File: src/rtl/mem_arbiter.sv
// Round-robin arbiter sharing one data-memory port between the CPU and the UART program loader.
// Each grant runs IDLE -> ACCESS (memory cycle) -> RESP (ack pulse) and returns to IDLE.
module mem_arbiter #(
   parameter int ADDR_W = 14
) (
   input  logic              clock,
   input  logic              reset,
   input  logic              cpu_req,
   input  logic              cpu_we,
   input  logic [31:0]       cpu_addr,
   input  logic [31:0]       cpu_wdata,
   output logic              cpu_ack,
   output logic [31:0]       cpu_rdata,
   output logic              cpu_err,
   input  logic              ldr_req,
   input  logic [ADDR_W-1:0] ldr_addr,
   input  logic [31:0]       ldr_wdata,
   output logic              ldr_ack,
   output logic              mem_en,
   output logic              mem_we,
   output logic [ADDR_W-1:0] mem_addr,
   output logic [31:0]       mem_wdata,
   input  logic [31:0]       mem_rdata,
   output logic              busy
);

   typedef enum logic [1:0] {
      IDLE   = 2'd0,
      ACCESS = 2'd1,
      RESP   = 2'd2
   } state_t;

   state_t            state_q, state_d;
   logic              gnt_ldr_q, gnt_ldr_d;
   logic              last_ldr_q, last_ldr_d;
   logic              ok_q, ok_d;
   logic              rd_q, rd_d;
   logic              mem_en_q, mem_en_d;
   logic              mem_we_q, mem_we_d;
   logic [ADDR_W-1:0] mem_addr_q, mem_addr_d;
   logic [31:0]       mem_wdata_q, mem_wdata_d;
   logic              cpu_ack_q, cpu_ack_d;
   logic              ldr_ack_q, ldr_ack_d;
   logic              cpu_err_q, cpu_err_d;
   logic [31:0]       cpu_rdata_q, cpu_rdata_d;
   logic              pick_ldr_s;
   logic              cpu_ok_s;

   // A CPU address is usable only if word-aligned and inside the data memory.
   function automatic logic addr_ok(input logic [31:0] addr);
      logic [31:0] hi;
      hi = addr >> (ADDR_W + 2);
      return (hi == 32'd0) && (addr[1:0] == 2'b00);
   endfunction

   // Next-state, grant selection and registered-output computation.
   always_comb begin
      state_d     = state_q;
      gnt_ldr_d   = gnt_ldr_q;
      last_ldr_d  = last_ldr_q;
      ok_d        = ok_q;
      rd_d        = rd_q;
      mem_en_d    = 1'b0;
      mem_we_d    = 1'b0;
      mem_addr_d  = mem_addr_q;
      mem_wdata_d = mem_wdata_q;
      cpu_ack_d   = 1'b0;
      ldr_ack_d   = 1'b0;
      cpu_err_d   = 1'b0;
      cpu_rdata_d = cpu_rdata_q;
      // On a tie the loader wins only if the CPU held the last grant.
      pick_ldr_s  = ldr_req & (~cpu_req | ~last_ldr_q);
      cpu_ok_s    = addr_ok(cpu_addr);

      case (state_q)
         IDLE: begin
            if (cpu_req | ldr_req) begin
               state_d    = ACCESS;
               gnt_ldr_d  = pick_ldr_s;
               last_ldr_d = pick_ldr_s;
               if (pick_ldr_s) begin
                  mem_addr_d  = ldr_addr;
                  mem_wdata_d = ldr_wdata;
                  ok_d        = 1'b1;
                  rd_d        = 1'b0;
                  mem_en_d    = 1'b1;
                  mem_we_d    = 1'b1;
               end else begin
                  mem_addr_d  = cpu_addr[ADDR_W+1:2];
                  mem_wdata_d = cpu_wdata;
                  ok_d        = cpu_ok_s;
                  rd_d        = cpu_ok_s & ~cpu_we;
                  mem_en_d    = cpu_ok_s;
                  mem_we_d    = cpu_ok_s & cpu_we;
               end
            end else begin
               state_d = IDLE;
            end
         end
         ACCESS: begin
            state_d   = RESP;
            cpu_ack_d = ~gnt_ldr_q;
            ldr_ack_d = gnt_ldr_q;
            cpu_err_d = ~gnt_ldr_q & ~ok_q;
            if (rd_q) begin
               cpu_rdata_d = mem_rdata;
            end else begin
               cpu_rdata_d = cpu_rdata_q;
            end
         end
         RESP: begin
            state_d = IDLE;
         end
         default: begin
            state_d = IDLE;
         end
      endcase
   end

   // State and output registers; reset aborts any transaction in flight.
   always_ff @(posedge clock or posedge reset) begin
      if (reset) begin
         state_q     <= IDLE;
         gnt_ldr_q   <= 1'b0;
         last_ldr_q  <= 1'b1;
         ok_q        <= 1'b0;
         rd_q        <= 1'b0;
         mem_en_q    <= 1'b0;
         mem_we_q    <= 1'b0;
         mem_addr_q  <= '0;
         mem_wdata_q <= 32'd0;
         cpu_ack_q   <= 1'b0;
         ldr_ack_q   <= 1'b0;
         cpu_err_q   <= 1'b0;
         cpu_rdata_q <= 32'd0;
      end else begin
         state_q     <= state_d;
         gnt_ldr_q   <= gnt_ldr_d;
         last_ldr_q  <= last_ldr_d;
         ok_q        <= ok_d;
         rd_q        <= rd_d;
         mem_en_q    <= mem_en_d;
         mem_we_q    <= mem_we_d;
         mem_addr_q  <= mem_addr_d;
         mem_wdata_q <= mem_wdata_d;
         cpu_ack_q   <= cpu_ack_d;
         ldr_ack_q   <= ldr_ack_d;
         cpu_err_q   <= cpu_err_d;
         cpu_rdata_q <= cpu_rdata_d;
      end
   end

   assign mem_en    = mem_en_q;
   assign mem_we    = mem_we_q;
   assign mem_addr  = mem_addr_q;
   assign mem_wdata = mem_wdata_q;
   assign cpu_ack   = cpu_ack_q;
   assign ldr_ack   = ldr_ack_q;
   assign cpu_err   = cpu_err_q;
   assign cpu_rdata = cpu_rdata_q;
   assign busy      = (state_q != IDLE);

endmodule

File: config.mk
export PLATFORM = sky130hd
export DESIGN_NAME = mem_arbiter
export DESIGN_NICKNAME = d
export VERILOG_FILES = /design/src/rtl/mem_arbiter.sv
export SDC_FILE = /design/constraint.sdc
export NUM_CORES = 1
export LEC_CHECK = 0
export ABC_CLOCK_PERIOD_IN_PS = 4400
export CAP_MARGIN = 20
export CORE_MARGIN = 2
export CORE_UTILIZATION = 37
export CTS_BUF_LIST = sky130_fd_sc_hd__clkbuf_16
export DETAILED_ROUTE_END_ITERATION = 7
export MAX_ROUTING_LAYER = met4
export PLACE_DENSITY = 0.86
export SYNTH_ARGS = -nofsm -noshare
export SYNTH_HDL_FRONTEND = slang
export SYNTH_SLANG_ARGS = --single-unit
File: constraint.sdc
create_clock -name clock -period 4.4 [get_ports clock]
set_clock_uncertainty 0.2 [all_clocks]
set_input_delay 0.88 -clock clock [delete_from_list [all_inputs] [get_ports clock]]
set_output_delay 0.88 -clock clock [all_outputs]
set_load 0.01 [all_outputs]
After elaboration in Yosys (flattened, before gate mapping)
Index checks and enable logic that the tools add are counted.
{"block": "word_totals", "wordCells": 46, "ff_bits": 89, "out_inout_bits": 84}
{"block": "op_classes", "n_mux": 14, "n_reduce_logical": 7, "eq_ne": 1, "bitwise": 11}
{"op": "32-bit zero test", "count": 1}
{"op": "32-bit two-way mux", "count": 1}
{"op": "14-bit two-way mux", "count": 1}
{"op": "1-bit two-way mux", "count": 11}
{"op": "1-bit NOT", "count": 5}
{"op": "1-bit bitwise AND", "count": 4}
{"op": "2-bit zero test", "count": 2}
{"op": "2-bit one-hot mux with 2 select lines", "count": 1}
{"op": "2-bit AND reduction", "count": 2}
{"op": "2-bit by 1-bit equality test with 1-bit output (second input constant)", "count": 1}
{"op": "1-bit OR", "count": 2}
{"op": "2-bit nonzero test", "count": 1}
{"op": "1-bit logical AND", "count": 1}

Depth between registers and ports, before layout
Gate-level depths: netlist (run 1).
{"block": "logic_depth", "word_depth": 6, "depth_mapped": 7, "mapped_depth_nobuf": 5}

Least setup slack after synthesis (run 1)
No wires, ideal clock.
{"block": "synth_timing", "path_type": "input-to-reg", "startpoint": "input port cpu_addr[18]", "endpoint": "register rd_q", "required_time_ns": 4.108, "path_buffers": 0, "arrival_time_ns": 1.852, "setup_time_ns": 0.092, "path_stages": 4, "setup_slack_ns": 2.256, "path_cell_list": "or4_4 nor3_2 nand4_2 o31ai_2"}
{"block": "synth_between", "elab_chain_cells": 4}
{"item": "from (decl)", "line": "10", "text": "input logic [31:0] cpu_addr,"}
{"item": "32-bit zero test", "line": "53", "text": "return (hi == 32'd0) && (addr[1:0] == 2'b00);"}
{"item": "1-bit logical AND", "line": "53"}
{"item": "1-bit bitwise AND", "line": "92", "text": "rd_d = cpu_ok_s & ~cpu_we;"}
{"item": "1-bit two-way mux", "line": "81", "text": "if (pick_ldr_s) begin"}
{"item": "to (signal assigned)", "line": "141", "text": "rd_q <= rd_d;"}
{"item": "to (decl)", "line": "37", "text": "logic rd_q, rd_d;"}
No other way between the ends.
A chain may end at the register's enable or synchronous reset.

Worst setup path after layout (run 1)
{"block": "layout_timing", "startpoint": "input port cpu_req", "endpoint": "register mem_addr_q[7], in the netlist mem_addr[7]"}
{"block": "layout_between", "elab_chain_cells": 4, "word_cells_on_any_way": 6}
{"item": "from (decl)", "line": "8", "text": "input logic cpu_req,"}
{"item": "1-bit NOT", "line": "72", "text": "pick_ldr_s = ldr_req & (~cpu_req | ~last_ldr_q);"}
{"item": "1-bit OR", "line": "72"}
{"item": "1-bit bitwise AND", "line": "72"}
{"item": "14-bit two-way mux", "line": "81"}
{"item": "to (signal assigned)", "line": "144", "text": "mem_addr_q <= mem_addr_d;"}
{"item": "to (decl)", "line": "40", "text": "logic [ADDR_W-1:0] mem_addr_q, mem_addr_d;"}
Parallel ways exist; a longest one is shown, timed or not.

==> impl_summary.log, run 1 <==
[metrics] kind of cell with the highest combined delay on the critical path: buffers and inverters
[metrics] global-route wire length before repair: 16500 um
[metrics] critical path endpoint category: flip-flop
[metrics] worst-path fanout max: 60
[metrics] leftover overflow at the end of global routing: 0
[metrics] cell type of the slowest stage on the worst timing path: or2_2
[metrics] Worst Hold Endpoint: cpu_err$_DFF_PP0_
[metrics] CTS buffer count: 9
[metrics] Setup TNS Final: 0 ns
[metrics] routed wire length: 10000 um
[metrics] # clock sinks: 89
[metrics] total die area: 0.0110 mm2
[metrics] critical path arrival: 2.83 ns
[metrics] number of rows in the core area: 36
[metrics] nets in the synthesized netlist: 456
[metrics] CTS tree: done
[metrics] worst reg2reg path startpoint: state_q[0]$_DFF_PP0_
[metrics] Core ar.: 0.00982 mm2
[metrics] Cell Area, Synth: 0.00376 mm2
[metrics] RSZ-0062 raised after global routing: false
[metrics] buffer count from post-CTS setup fixing: 0
[metrics] post-synthesis sequential area ratio: 0.592
[metrics] last weighted congestion value of the routability-driven placer: 0.781
[metrics] # IOs: 231
[metrics] overall die width: 105 um
[metrics] via-per-instance ratio: 4.63
[metrics] All-Layer GR Usage: 0.196
[metrics] nets: 683
[metrics] highest ir drop seen on vdd: 276 uV
[metrics] share of the clock period used by the worst path after layout: 0.646
[metrics] highest achievable clock rate: 0.352 GHz
[metrics] Starting Density: 0.383
[metrics] Mapped Avg Cell Area: 12.2 um2
[metrics] worst-path cell chain: clkdlybuf4s50_1 -> nor2_1 -> or2_2 -> buf_4 -> o21ai_0
[metrics] cell depth of the worst setup path: 5
[metrics] post-detailed-route DRC marker count: 0
[metrics] path type of the worst setup path: in -> reg
[metrics] number of global-route vias before repair: 3296
[metrics] Req. time, crit path: 4.39 ns
[metrics] sum of net half-perimeters after detailed placement: 7850 um
[metrics] FF+latch count, synth: 89
[metrics] PD cells: 508 mW/mm2
[metrics] Clock Path Buffers: 2
[metrics] transition time at the pin with the least slew margin: 0.956 ns
[metrics] Avg WL per Cell: 14.8 um
[metrics] hold path cells: 1
[metrics] clock tree root driver cell: clkbuf_16
[metrics] unique cell type count in the Yosys netlist: 28
[metrics] number of iterations in the first detailed-routing pass: 4
[metrics] max-slew headroom at the worst pin: 0.363
[metrics] Fin. Hold Viols: 0
[metrics] Syn-to-layout area delta: 71.5%
[metrics] gate count of the mapped netlist: 309
[metrics] antenna-violating nets left: 0
[metrics] layout cell share with drive strength beyond 1: 0.113
[metrics] max-slew violations: 0
[metrics] total leakage power: 0.00279 uW
[metrics] slowest cell delay on critical path: 0.74 ns
[metrics] floorplan die height: 105 um
[metrics] R2R setup slack: 2.19 ns
[metrics] number of cells on the worst reg-to-reg path: 5
[metrics] DR vias: 3123
[metrics] layout filler cell count: 772
[metrics] minimum clock period: 2.84 ns
[metrics] Port Buf Inserts: 230
[metrics] CP bufs+invs: 2
[metrics] max cap viols: 0
[metrics] overall power of the completed layout: 3280 uW
[metrics] clock input transition at the sequential cells of the worst setup and hold paths: 0.07 ns
[metrics] hold buffer count at cts: 0
[metrics] classification of the worst-slack hold path: reg -> reg
[metrics] initial drt markers: 126
[metrics] status: finished clean
[metrics] number of warnings printed during yosys synthesis: 0
[metrics] number of antenna violations at the first check in global routing: 0
[metrics] number of gates resized after cts: 0
[metrics] endpoint of the worst-slack reg-to-reg timing path: rd_q$_DFFE_PP0P_
[metrics] ant diodes: 0
[metrics] htree depth: 3
[metrics] pin count of the biggest net entering global routing: 61
[metrics] source of the worst hold timing path: ok_q$_DFFE_PP0P_
[metrics] critical path launch point: cpu_req
[metrics] startpoint type of the worst setup path: primary input
[metrics] clock insertion delay at the later pin of the skew report: 0.33 ns
[metrics] Setup Viol. Count Final: 0
## kinds of logic after synthesis
group | count (synthesis) | share of synthesized area
flip-flops | 89 | 0.592
AO/OA/AOI/OAI | 49 | 0.0678
multiplexers | 78 | 0.218
buffers and inverters | 23 | 0.0402
AND/OR/NAND/NOR | 70 | 0.0818
## layer usage
layer	vias to the layer above	track usage	routed length [um]
li1	1523	-	-
met3	13	0.0499	709
met5	-	-	0
met1	1434	0.227	4020
met4	0	0.0619	165
met2	153	0.333	5110
## synth_stat cells
cell	instances	share of area
nor2_1	3	0.0030
clkbuf_1	3	0.0030
or4_1	2	0.0040
inv_1	3	0.0030
mux2i_1	46	0.12
and2_1	1	0.0017
buf_6	6	0.018
o31ai_2	1	0.0033
nand4_2	1	0.0033
inv_2	1	0.0010
dfstp_2	1	0.0070
buf_4	3	0.0060
or4_4	1	0.0030
clkbuf_2	1	0.0013
a21boi_1	1	0.0020
nand3_1	1	0.0013
dfrtp_1	88	0.59
o21ai_1	37	0.049
buf_2	6	0.0080
mux2_2	31	0.093
mux2_1	1	0.0030
nor3_1	1	0.0013
nor3_2	1	0.0027
nand2b_1	1	0.0017
o21ai_0	10	0.013
or2_1	2	0.0033
nor4_1	1	0.0017
nand2_1	55	0.055
## placed cells by master, fill, tap and decap left out, types with 2 or more instances in the layout
| cell | instances |
|---|---|
| buf_4 | 5 |
| clkbuf_16 | 9 |
| clkdlybuf4s50_1 | 230 |
| clkinvlp_4 | 2 |
| dfrtp_1 | 88 |
| inv_1 | 2 |
| inv_6 | 2 |
| inv_8 | 2 |
| mux2_2 | 31 |
| mux2i_1 | 46 |
| nand2_1 | 55 |
| nor2_1 | 3 |
| o21ai_0 | 10 |
| o21ai_1 | 37 |
| or4_1 | 2 |
## sequential cells by signal, summed over array words and instances (netlist names)
register,cells
cpu_rdata,32
mem_en,1
cpu_ack,1
ok_q,1
last_ldr_q,1
cpu_err,1
rd_q,1
mem_addr,14
ldr_ack,1
mem_wdata,32
mem_we,1
gnt_ldr_q,1
state_q,2
## worst reg2reg max path: stages, from the launching register on
cell and delay, ns:
dfrtp_1 0.37, or2_1 0.24, or2_2 0.65, buf_4 0.43
nand2_1 0.12, o31ai_2 0.07
## worst max path at each step
stage	endpoint	slack, ns
2_1_floorplan	cpu_ack$_DFF_PP0_	1.01
3_3_place_gp	mem_addr[4]$_DFFE_PP0P_	1.25
3_5_place_dp	mem_addr[7]$_DFFE_PP0P_	1.19
4_1_cts	mem_addr[7]$_DFFE_PP0P_	1.54
5_1_grt	mem_addr[7]$_DFFE_PP0P_	1.30
6_report	mem_addr[7]$_DFFE_PP0P_	1.56
## stage by stage
stage / instances / worst slack (ns) / utilization / instance area, um2 / hold slack (ns)
global route: 674 / 1.30 / 0.657 / 6460 / 0.295
floorplan: 309 / 1.01 / - / 3760 / 0.212
CTS: 674 / 1.54 / 0.657 / 6460 / 0.263
detailed placement: 658 / 1.19 / 0.626 / 6150 / 0.257
global placement: 658 / 1.25 / 0.626 / 6150 / 0.240
finish: 674 / 1.56 / 0.657 / 6460 / 0.260
## layout make-up
cell class	instances	area (um2)	area share
clock buffers	9	225	0.0349
clock inverters	7	85.1	0.0132
inverters	4	16.3	0.00252
multi-input cells	197	1400	0.216
flip-flops and latches	89	2230	0.345
well taps	133	166	0.0258
repair buffers	235	2340	0.362
## power breakdown
part / internal, uW / total (uW) / switching [uW]
clock network: 452 / 784 / 332
logic: 701 / 1270 / 571
registers: 1080 / 1230 / 142
total: 2240 / 3280 / 1040
Note: power is estimated with default switching activity, not from simulation.
==> run 2, diff against run 1 <==
==> config.mk (replaced) <==
export PLATFORM = sky130hd
export DESIGN_NAME = mem_arbiter
export DESIGN_NICKNAME = d
export VERILOG_FILES = /design/src/rtl/mem_arbiter.sv
export SDC_FILE = /design/constraint.sdc
export NUM_CORES = 1
export LEC_CHECK = 0
export ABC_CLOCK_PERIOD_IN_PS = 2400
export CAP_MARGIN = 20
export CORE_MARGIN = 2
export CORE_UTILIZATION = 34
export CTS_BUF_LIST = sky130_fd_sc_hd__clkbuf_16
export DETAILED_ROUTE_END_ITERATION = 7
export MAX_ROUTING_LAYER = met4
export PLACE_DENSITY = 0.84
export SYNTH_ARGS = -nofsm -noshare
export SYNTH_HDL_FRONTEND = slang
export SYNTH_SLANG_ARGS = --single-unit
==> constraint.sdc (replaced) <==
create_clock -name clock -period 2.4 [get_ports clock]
set_clock_uncertainty 0.2 [all_clocks]
set_input_delay 0.48 -clock clock [delete_from_list [all_inputs] [get_ports clock]]
set_output_delay 0.48 -clock clock [all_outputs]
set_load 0.01 [all_outputs]
==> run 2 against run 1 <==
Net effect:
- flip-flop and latch count unchanged
- critical path depth decreased by 3
- setup slack worse by 1.3 ns
- die area is 8.5% higher
- sequential power up 82%
- total power rose by 84%
- combinational power rose by 90%
==> impl_summary.log, run 2 (same netlist as run 1, synthesis figures left out) <==
[metrics] buffer count from post-CTS setup fixing: 0 (unchanged)
[metrics] status: finished clean
[metrics] via-per-instance ratio: 4.55 (-1.8%)
[metrics] number of antenna violations at the first check in global routing: 0 (unchanged)
[metrics] global-route wire length before repair: 15100 um (-8.5%)
[metrics] antenna-violating nets left: 0 (unchanged)
[metrics] critical path launch point: state_q[0]$_DFF_PP0_
[metrics] number of global-route vias before repair: 3146 (-4.6%)
[metrics] classification of the worst-slack hold path: reg -> reg
[metrics] Clock Path Buffers: 2 (unchanged)
[metrics] end point of the critical path: busy
[metrics] worst slack after detailed placement: 0.150 ns (-1.04 ns)
[metrics] cell type of the slowest stage on the worst timing path: clkdlybuf4s50_1
[metrics] number of cells on the worst reg-to-reg path: 5 (unchanged)
[metrics] worst-path cell chain: or2_1 -> clkdlybuf4s50_1
[metrics] startpoint type of the worst setup path: flip-flop
[metrics] pin count of the biggest net entering global routing: 53 (-13%)
[metrics] routed wire length: 9970 um (-0.34%)
[metrics] last weighted congestion value of the routability-driven placer: 0.786 (+0.64%)
[metrics] clock input transition at the sequential cells of the worst setup and hold paths: 0.06 ns (about the same)
[metrics] total die area: 0.0119 mm2 (+8.5%)
[metrics] Starting Density: 0.347 (-0.0361)
[metrics] clock insertion delay at the later pin of the skew report: 0.32 ns (about the same)
[metrics] highest ir drop seen on vdd: 486 uV (+76%)
[metrics] max cap viols: 0 (unchanged)
[metrics] floorplan die height: 109 um (+4.2%)
[metrics] # clock sinks: 89 (unchanged)
[metrics] max-slew headroom at the worst pin: 0.650 (+0.287)
[metrics] DR vias: 3107 (-0.51%)
[metrics] layout filler cell count: 914 (+18%)
[metrics] worst reg2reg path startpoint: state_q[0]$_DFF_PP0_
[metrics] R2R setup slack: 0.66 ns (-1.53 ns)
[metrics] max-slew violations: 0 (unchanged)
[metrics] leftover overflow at the end of global routing: 0 (unchanged)
[metrics] Port Buf Inserts: 230 (unchanged)
[metrics] path type of the worst setup path: reg -> out
[metrics] All-Layer GR Usage: 0.170 (-0.0254)
[metrics] endpoint of the worst-slack reg-to-reg timing path: mem_addr[12]$_DFFE_PP0P_
[metrics] clock tree root driver cell: clkbuf_16
[metrics] critical path arrival: 1.46 ns (-1.37 ns)
[metrics] Syn-to-layout area delta: 73.2%
[metrics] post-detailed-route DRC marker count: 0 (unchanged)
[metrics] critical path endpoint category: output pin
[metrics] most frequent standard cell in the layout excluding fill and tap cells: clkdlybuf4s50_1
[metrics] number of iterations in the first detailed-routing pass: 4 (unchanged)
[metrics] transition time at the pin with the least slew margin: 0.525 ns (-0.431 ns)
[metrics] Fin. Hold Viols: 0 (unchanged)
[metrics] final cell count without fillers: 683 (+1.3%)
[metrics] slowest cell delay on critical path: 0.48 ns (-0.26 ns)
[metrics] hold buffer count at cts: 0 (unchanged)
[metrics] ant diodes: 0 (unchanged)
[metrics] # IOs: 231 (unchanged)
[metrics] worst-path fanout max: 2 (-97%)
[metrics] CTS tree: done
[metrics] PD cells: 924 mW/mm2 (+82%)
[metrics] Core ar.: 0.0108 mm2 (+10%)
[metrics] Req. time, crit path: 1.72 ns (-2.67 ns)
[metrics] RSZ-0062 raised after global routing: false
[metrics] CTS buffer count: 9 (unchanged)
[metrics] sum of net half-perimeters after detailed placement: 7850 um (about the same)
[metrics] highest achievable clock rate: 0.468 GHz
[metrics] minimum clock period: 2.14 ns
[metrics] setup slack after layout: 0.262 ns (-1.30 ns)
[metrics] commonest cells after routing, fill and taps aside: clkdlybuf4s50_1 (230), dfrtp_1 (88), nand2_1 (55)
[metrics] number of rows in the core area: 38 (+5.6%)
[metrics] Avg WL per Cell: 14.6 um (-1.7%)
[metrics] Setup TNS Final: 0 ns (unchanged)
[metrics] total leakage power: 0.00281 uW (+0.85%)
[metrics] initial drt markers: 72 (-43%)
[metrics] number of cells in the design after placement: 667 (+1.4%)
[metrics] nets: 685 (+0.29%)
[metrics] overall die width: 109 um (+4.2%)
[metrics] share of the clock period used by the worst path after layout: 0.891
[metrics] layout cell share with drive strength beyond 1: 0.116 (+0.00327)
[metrics] htree depth: 3 (unchanged)
[metrics] Setup Viol. Count Final: 0 (unchanged)
[metrics] tightest hold margin: 0.249 ns (-0.0115 ns)
[metrics] number of gates resized after cts: 0 (unchanged)
## run 2: critical path, delay by kind of cell (launching register included)
kind                   cells  cell delay [ns]
DFF                        1             0.39
and+or+nand+nor            1             0.26
buffers and inverters      1             0.48
## run 2: routing by layer
metal | part of all wire | track usage | up-vias | wire [um]
met2 | 0.51 | 0.300 | 142 | 5050
met3 | 0.089 | 0.0496 | 8 | 888
met4 | 0.0092 | 0.0515 | 0 | 92
met1 | 0.39 | 0.186 | 1435 | 3930
met5 | 0 | - | - | 0
li1 | - | - | 1522 | -
## run 2: through the flow
step	total power, uW	utilization	area [um2]
finish	6020	0.601	6520
global route	6420	0.601	6520
CTS	6100	0.601	6520
detailed placement	4700	0.574	6220
global placement	4620	0.574	6220
floorplan	3340	-	3770
## run 2: worst min path at each step
stage	cells past startpoint	from	to	slack, ns
floorplan	1	ok_q$_DFFE_PP0P_	cpu_err$_DFF_PP0_	0.21
global placement	1	ok_q$_DFFE_PP0P_	cpu_err$_DFF_PP0_	0.24
detailed placement	1	ok_q$_DFFE_PP0P_	cpu_err$_DFF_PP0_	0.24
CTS	1	ok_q$_DFFE_PP0P_	cpu_err$_DFF_PP0_	0.25
global route	1	ok_q$_DFFE_PP0P_	cpu_err$_DFF_PP0_	0.28
finish	1	ok_q$_DFFE_PP0P_	cpu_err$_DFF_PP0_	0.25
## run 2: where the power goes
group          switching (uW)  internal (uW)
sequential                255           1990
combinational            1070           1340
clock                     569            806
## run 2: final cells by class
cell class | count | area, um2 | area share
clock inverter | 7 | 70.1 | 0.0107
tap | 140 | 175 | 0.0269
clock buffer | 9 | 225 | 0.0345
sequential | 89 | 2230 | 0.342
timing repair buffer | 237 | 2400 | 0.369
multi-input combinational | 197 | 1400 | 0.214
inverter | 4 | 18.8 | 0.00288
